<file path="src/rtl/rf_param.sv">
// Parameterised register file with two combinational read ports, optional write
// forwarding, optional hard-wired zero register, a flags register and a sequential clear engine.
module rf_param #(
    parameter int WIDTH   = 16,
    parameter int ADDR_W  = 4,
    parameter int FLAG_W  = 5,
    parameter int BYPASS  = 1,
    parameter int ZERO_R0 = 0
) (
    input  logic              clk,
    input  logic              reset,
    input  logic              wr_en,
    input  logic [ADDR_W-1:0] wr_addr,
    input  logic [WIDTH-1:0]  wr_data,
    input  logic [ADDR_W-1:0] rd_addr1,
    input  logic [ADDR_W-1:0] rd_addr2,
    output logic [WIDTH-1:0]  rd_data1,
    output logic [WIDTH-1:0]  rd_data2,
    input  logic              flags_wr_en,
    input  logic [FLAG_W-1:0] flags_in,
    output logic [FLAG_W-1:0] flags_out,
    input  logic              clr_req,
    output logic              busy
);

    localparam int DEPTH = 1 << ADDR_W;

    localparam logic [0:0] IDLE  = 1'b0;
    localparam logic [0:0] CLEAR = 1'b1;

    logic [0:0]        state;
    logic [ADDR_W-1:0] count;
    logic [WIDTH-1:0]  regs [DEPTH];
    logic              addr_zero_locked;
    logic              write_ok;

    assign busy = (state == CLEAR);

    // A write to the hard-wired zero register is dropped and must never be forwarded.
    assign addr_zero_locked = (ZERO_R0 != 0) && (wr_addr == '0);
    assign write_ok         = wr_en && !busy && !addr_zero_locked;

    always_ff @(posedge clk or posedge reset) begin
        if (reset) begin
            state <= IDLE;
            count <= '0;
        end else begin
            case (state)
                IDLE: begin
                    if (clr_req) begin
                        state <= CLEAR;
                        count <= '0;
                    end
                end
                CLEAR: begin
                    count <= count + 1'b1;
                    if (count == ADDR_W'(DEPTH - 1)) begin
                        state <= IDLE;
                    end
                end
                default: begin
                    state <= IDLE;
                    count <= '0;
                end
            endcase
        end
    end

    always_ff @(posedge clk or posedge reset) begin
        if (reset) begin
            for (int i = 0; i < DEPTH; i++) begin
                regs[i] <= '0;
            end
        end else if (busy) begin
            regs[count] <= '0;
        end else if (write_ok) begin
            regs[wr_addr] <= wr_data;
        end
    end

    // Flags are wiped only on the first clear cycle; later clear cycles leave them at zero.
    always_ff @(posedge clk or posedge reset) begin
        if (reset) begin
            flags_out <= '0;
        end else if (busy) begin
            if (count == '0) begin
                flags_out <= '0;
            end
        end else if (flags_wr_en) begin
            flags_out <= flags_in;
        end
    end

    always_comb begin
        rd_data1 = regs[rd_addr1];
        if ((ZERO_R0 != 0) && (rd_addr1 == '0)) begin
            rd_data1 = '0;
        end else if ((BYPASS != 0) && write_ok && (rd_addr1 == wr_addr)) begin
            rd_data1 = wr_data;
        end
    end

    always_comb begin
        rd_data2 = regs[rd_addr2];
        if ((ZERO_R0 != 0) && (rd_addr2 == '0)) begin
            rd_data2 = '0;
        end else if ((BYPASS != 0) && write_ok && (rd_addr2 == wr_addr)) begin
            rd_data2 = wr_data;
        end
    end

endmodule

</file>
<file path="config.mk">
export PLATFORM = sky130hd
export DESIGN_NAME = rf_param
export DESIGN_NICKNAME = d
export VERILOG_FILES = /design/src/rtl/rf_param.sv
export SDC_FILE = /design/constraint.sdc
export NUM_CORES = 1
export LEC_CHECK = 0
export CAP_MARGIN = 20
export CORE_MARGIN = 1.5
export CORE_UTILIZATION = 40
export CTS_CLUSTER_SIZE = 28
export DETAILED_ROUTE_END_ITERATION = 8
export GPL_ROUTABILITY_DRIVEN = 0
export SKIP_CTS_REPAIR_TIMING = 1
export SLEW_MARGIN = 30
export SYNTH_ARGS = -nofsm -noshare
export SYNTH_HDL_FRONTEND = slang
export SYNTH_SLANG_ARGS = --single-unit
</file>
<file path="constraint.sdc">
create_clock -name clk -period 8.45 [get_ports clk]
set_input_delay 1.69 -clock clk [delete_from_list [all_inputs] [get_ports clk]]
set_output_delay 1.69 -clock clk [all_outputs]
set_load 0.02 [all_outputs]
</file>
==> results.md, run 1 <==
- Status: finished clean
- Vias per Instance: around 6.4
- Logic pwr share: between 20% and 30%
- Wirelength, routed: between 40000 and 50000 um
- Post-synth top cells: dfrtp_1 (266), a22o_1 (229), mux2i_1 (112), mux4_1 (78), buf_2 (51)
- CP cell instances: buf_4 > buf_4 > mux4_1 > mux2i_1 > mux2i_1 > mux2_2 > clkdlybuf4s50_1
- Worst Setup Path Type: input pin to output port
- Most frequent cell after synthesis: dfrtp_1
- Synthesized Nets: 1097
- Final hold slack: 504 ps
- Crit path capture type: output port
- Total negative slack: 0 ps
- Clk_skew: about 26 ps
- CTS buffer count: 29
- Post-DP HPWL: between 20000 and 30000 um
- Synth top area cells: dfrtp_1 (44%), mux4_1 (14%), a22o_1 (13%)
- Largest delay share family, worst path: buffers and inverters
- Register area share after synthesis: 44.1%
- Area leader, netlist: dfrtp_1
- Initial antenna violation count: 5
- Power Internal: a little under 0.003 W
- Clock latency on the worst-skew pair: 560 ps
- DRT iter0 DRCs: ~920
- Critical Path Start Type: input pin
- Placed Instances: 1548
- Share of layout cells above drive strength 1: 18.9%
- Max_cap viols: 0
- Tot GR Track Use: 24.0%
- CP arrival: about 4600 ps
- Grt total ovfl: 0
- Crit path max fanout: 35
- Die X: just under 200 um
- Net Sw Frac: ~33%
- Pwr Density: about 250 nW/um^2
- Fin crit share: around three quarters
- First-pass GRT wire length: ~70000 um
- IO buf count: 75
- Hold Path Class: flip-flop to flip-flop
- Clock group share of total power: between 30% and 40%
- Via count: 10300
- Flop pwr share: about two fifths
- Synth warn: 0
- Worst EP required: 6760 ps
- Max-slew violations: 0
- Clock sinks: roughly 270
- Max Fclk: about 160 MHz
- Initial Util: 40.9%
- Die Area: ~39000 um^2
- Final-report hold violation count: 0
- Syn avg cell area: approximately 14 um^2
- First-pass DRT Iterations: 5
- Final Non-Filler Cells: between 1500 and 2000
- Setup violators final: 0
- # IOs: between 70 and 80
- Commonest register cell after synthesis: dfrtp_1
- Num rows: 70
- Worst vdd ir: roughly 0.00016 V
- Post-synth EDFFs: 0
- Core area: about 37000 um^2
- Crit-path slowest cell: mux4_1
- CTS root buf: clkbuf_16
- Clk slew on worst S/H paths: approximately 60 ps
- Die Y: slightly below 200 um
- Largest net degree at the start of global routing: between 150 and 200
- Psw: roughly 0.0014 W
- Buf/Inv on CP: 3
- Post-route DRC: 0
- Leak Pwr: 8.04 nW
- Routed length per placed instance: around 29 um
- Slew headroom: roughly a third
- Post-route ant nets: 0
- Post-synth ARST share: 100%
- Clock buffer depth: 3
- Total power: 0.00434 W
- Minimum clock period: 6320 ps
- CTS tree: yes
- Synth Instances: approximately 1100
- P&R area growth vs syn: 13.5%
- Nets: around 1100
- Setup repair after global routing missed its margin: no
- Vias in the first global route: 10400
- Worst-Margin Slew: 997 ps
- Yosys cell types: 45
- Post-synth top area share: between 40% and 50%
- Final Util: about 46%
- Netlist Area Pre-Place: about 15000 um^2
- Synth Register Bits: about 270
- H-Tree Depth: 1
- CP peak stage delay: roughly 600 ps
[routing by layer]
layer | share of wire (%) | up-vias | GRT usage (%)
li1 | - | 4322 | -
met2 | 47 | 435 | 38.2
met5 | 0.026 | - | 0
met4 | 2.6 | 2 | 7.32
met3 | 6.2 | 72 | 3.70
met1 | 44 | 5453 | 33.9
[power by group through the flow]
stage	clock (W)	sequential, W	combinational (W)
floorplan	0	0.00170	0.000882
global placement	0	0.00175	0.00125
detailed placement	0	0.00176	0.00129
CTS	0.00132	0.00174	0.00129
global route	0.00137	0.00178	0.00138
finish	0.00130	0.00175	0.00129
[kinds of logic (layout without fill, tap and decap cells)]
| kind of cell | after synthesis | count (layout) | share of synthesized area, % |
|---|---|---|---|
| compound gates | 299 | 299 | 16.0 |
| xor+xnor | 10 | 10 | 0.580 |
| fa+ha+maj | 6 | 6 | 0.497 |
| buf+inv | 124 | 165 | 4.75 |
| flops | 266 | 266 | 44.1 |
| mux | 272 | 272 | 30.9 |
| other cells | 0 | 5 | 0 |
| simple gates | 76 | 76 | 3.20 |
[registers in the layout, summed over array words and instances, names as in the netlist]
name       cells
busy           1
count          4
flags_out      5
regs         256
[worst paths after layout]
| kind | startpoint | end | slack (ps) | cells after the start |
|---|---|---|---|---|
| max | rd_addr2[0] | rd_data2[8] | 2130 | 7 |
| min | flags_out[0] | flags_out[0] | 500 | 1 |
| max reg2reg | busy | regs[207] | 5570 | 7 |
| min reg2reg | flags_out[0] | flags_out[0] | 500 | 1 |
| max in group asynchronous | reset | regs[145] | 5510 | 5 |
| min in group asynchronous | reset | regs[93] | 1680 | 3 |
[final cells by class]
type,instances,area (um^2)
diodes,5,12.5
clock buffers,41,871
clock inverters,8,97.6
fillers,3196,19700
inverters,3,15.0
multi-input cells,663,7790
flip-flops and latches,266,6660
well taps,504,631
repair buffers,113,1060
[cell usage in the layout (no fill, tap or decap), types with 3 or more instances in the layout]
cell / count
a21oi_4: 9
diode_2: 5
ha_1: 6
mux4_2: 50
clkdlybuf4s50_1: 69
clkbuf_16: 29
xnor2_1: 7
nor3_4: 3
dfrtp_1: 265
nand2_1: 22
clkbuf_8: 10
a21oi_1: 17
o21ai_0: 30
xor2_1: 3
nor2_1: 20
nand2b_1: 5
o21ai_1: 4
mux2_2: 32
nor4_4: 3
mux4_1: 78
a22o_1: 229
mux2i_1: 112
nor2_2: 7
buf_4: 38
clkinv_2: 4
a21oi_2: 4
[through the flow]
step	setup slack, ps	cell area [um^2]
final	2130	17100
after global routing	2070	17100
after CTS	2170	17100
after detailed placement	2160	16100
after global placement	2160	16000
after floorplan	3250	15100
[worst register-to-register path, delay by kind of cell, from the launching register on]
kind                   cells  cell delay (ps)
buffers and inverters      3             1170
AO/OA/AOI/OAI              2              880
flip-flops                 1              340
AND/OR/NAND/NOR            2              420
Power figures use the tool's default switching activity.
==> inputs of run 2 (changes only) <==
- clock period: 8.45 -> 6.22 ns (I/O delays scaled with it)
==> results.md, run 2 (synthesis results as in run 1) <==
- Tot GR Track Use: 24.3%
- First-pass DRT Iterations: 5
- Total negative slack: 0 ps
- Clock buffer depth: 3
- Max-slew violations: 0
- Psw: slightly below 0.002 W
- Slew headroom: between 30% and 40%
- Most frequent cells in the layout: dfrtp_1 (265), a22o_1 (229), mux2i_1 (112)
- Hold path endpoint: flags_out[0]
- Worst-Margin Slew: roughly 950 ps
- Hold_sp: flags_out[0]
- CP cell instances: clkdlybuf4s50_1 > xor2_1 > nor2_1 > nand4_2 > mux2_2 > clkdlybuf4s50_1
- Pwr Density: around 350 nW/um^2
- Top reg by flops: regs
- Net Sw Frac: 33.3%
- Minimum clock period: 5290 ps
- Vias per Instance: 6.47
- Crit path capture type: output port
- Setup repair after global routing missed its margin: no
- Flop pwr share: between 30% and 40%
- Grt total ovfl: 0
- Initial Util: 40.9%
- Clock group share of total power: a little under a third
- Critical Path Start Type: input pin
- Post-route DRC: 0
- Hold Path Class: flip-flop to flip-flop
- Wirelength, routed: ~47000 um
- Hold path cells: 1
- Clock sinks: around 270
- Die X: between 150 and 200 um
- Routed length per placed instance: 29.2 um
- Crit-path slowest cell: clkdlybuf4s50_1
- Final-report hold violation count: 0
- Core area: between 30000 and 40000 um^2
- Worst Setup Path Type: input pin to output port
- Nets: 1121
- Status: finished clean
- Leak Pwr: 8.06 nW
- Most frequent CP cell: clkdlybuf4s50_1
- Die Area: 38900 um^2
- Max Fclk: between 150 and 200 MHz
- Logic pwr share: between 20% and 30%
- Post-DP HPWL: ~29000 um
- Max_cap viols: 0
- First-pass GRT wire length: a little over 70000 um
- Power Internal: a little under 0.004 W
- CTS buffer count: 30
- Largest net degree at the start of global routing: ~110
- Worst vdd ir: between 0.0002 and 0.0003 V
- Vias in the first global route: roughly 11000
- Num rows: 70
- Setup violators final: 0
- IO buf count: 75
- # IOs: 76
- Fillers: approximately 3200
- CP peak stage delay: 700 ps
- P&R area growth vs syn: 13.9%
- Worst EP required: 4980 ps
- Commonest non-fill, non-tap cell in the layout: dfrtp_1
- Die Y: around 200 um
- Share of layout cells above drive strength 1: a little under a fifth
- Initial antenna violation count: 2
- Final Util: ~47%
- Via count: between 10000 and 15000
- Clock latency on the worst-skew pair: 570 ps
- Regs by FF count: regs x256, flags_out x5, count x4
- R2r worst-path depth: 5
- Clk_skew: 6.92 ps
- DRT iter0 DRCs: about 1000
- Clk slew on worst S/H paths: 60 ps
- H-Tree Depth: 1
- CTS root buf: clkbuf_16
- Max FFs per register: roughly 260
- FF-to-FF Start: busy
- CP arrival: about 4000 ps
- Worst flop-to-flop path endpoint: regs[163]
- CTS tree: yes
- Post-route ant nets: 0
- Buf/Inv on CP: 2
- Largest delay share family, worst path: buffers and inverters
- Crit path max fanout: 16
- Register-to-register setup slack: around 3600 ps
- Fin crit share: 85.1%
-- run 2: changes by cell type in the layout (fill, tap and decap cells not counted), sizes merged --
| cell | before | now |
|---|---|---|
| diode | 5 | 1 |
| clkbuf | 41 | 44 |
| bufinv | 2 | 3 |
| clkinv | 5 | 6 |
-- run 2: final cells by class --
type / instances / area (um^2) / area share (%)
sequential: 266 / 6660 / 38.7
multi-input combinational: 663 / 7820 / 45.5
tap: 504 / 631 / 3.67
inverter: 3 / 15.0 / 0.0873
clock buffer: 44 / 843 / 4.91
antenna: 1 / 2.50 / 0.0146
timing repair buffer: 113 / 1080 / 6.27
clock inverter: 10 / 143 / 0.830
-- run 2: how the worst max path moves through the flow --
stage / from / endpoint / slack (ps) / cells after the start
global placement: wr_addr[1] / rd_data2[8] / 990 / 6
detailed placement: wr_en / rd_data1[8] / 960 / 6
finish: wr_addr[1] / rd_data1[8] / 930 / 6
CTS: wr_addr[1] / rd_data1[8] / 940 / 6
floorplan: reset / busy / 1460 / 1
global route: wr_addr[1] / rd_data1[8] / 840 / 6
-- run 2: power by group through the flow --
| stage | logic (W) | registers, W | clock network, W |
|---|---|---|---|
| finish | 0.00177 | 0.00238 | 0.00181 |
| floorplan | 0.00120 | 0.00231 | 0 |
| global route | 0.00188 | 0.00242 | 0.00190 |
| global placement | 0.00169 | 0.00237 | 0 |
| detailed placement | 0.00176 | 0.00239 | 0 |
| CTS | 0.00177 | 0.00236 | 0.00183 |
-- run 2: worst register-to-register path: cells and delay by family (launching register included) --
family	cells	cell delay, ps
AO/OA/AOI/OAI	2	530
buffers and inverters	1	330
flip-flops	1	440
AND/OR/NAND/NOR	2	1230
-- run 2: through the flow --
step / hold slack, ps / area [um^2] / power (W) / worst slack [ps] / instances
2_1_floorplan: 471 / 15100 / 0.00351 / 1460 / 1053
3_3_place_gp: 487 / 16100 / 0.00406 / 995 / 1549
3_5_place_dp: 492 / 16200 / 0.00415 / 961 / 1549
4_1_cts: 506 / 17200 / 0.00596 / 940 / 1603
5_1_grt: 526 / 17200 / 0.00620 / 835 / 1603
6_report: 507 / 17200 / 0.00595 / 925 / 1604
-- run 2: metal layers --
layer / part of all wire (%) / vias to the layer above / GRT usage, %
li1: - / 4329 / -
met1: 44 / 5504 / 34.9
met2: 47 / 442 / 37.9
met3: 6.6 / 93 / 3.70
met4: 3.0 / 2 / 7.63
met5: 0.028 / - / 0
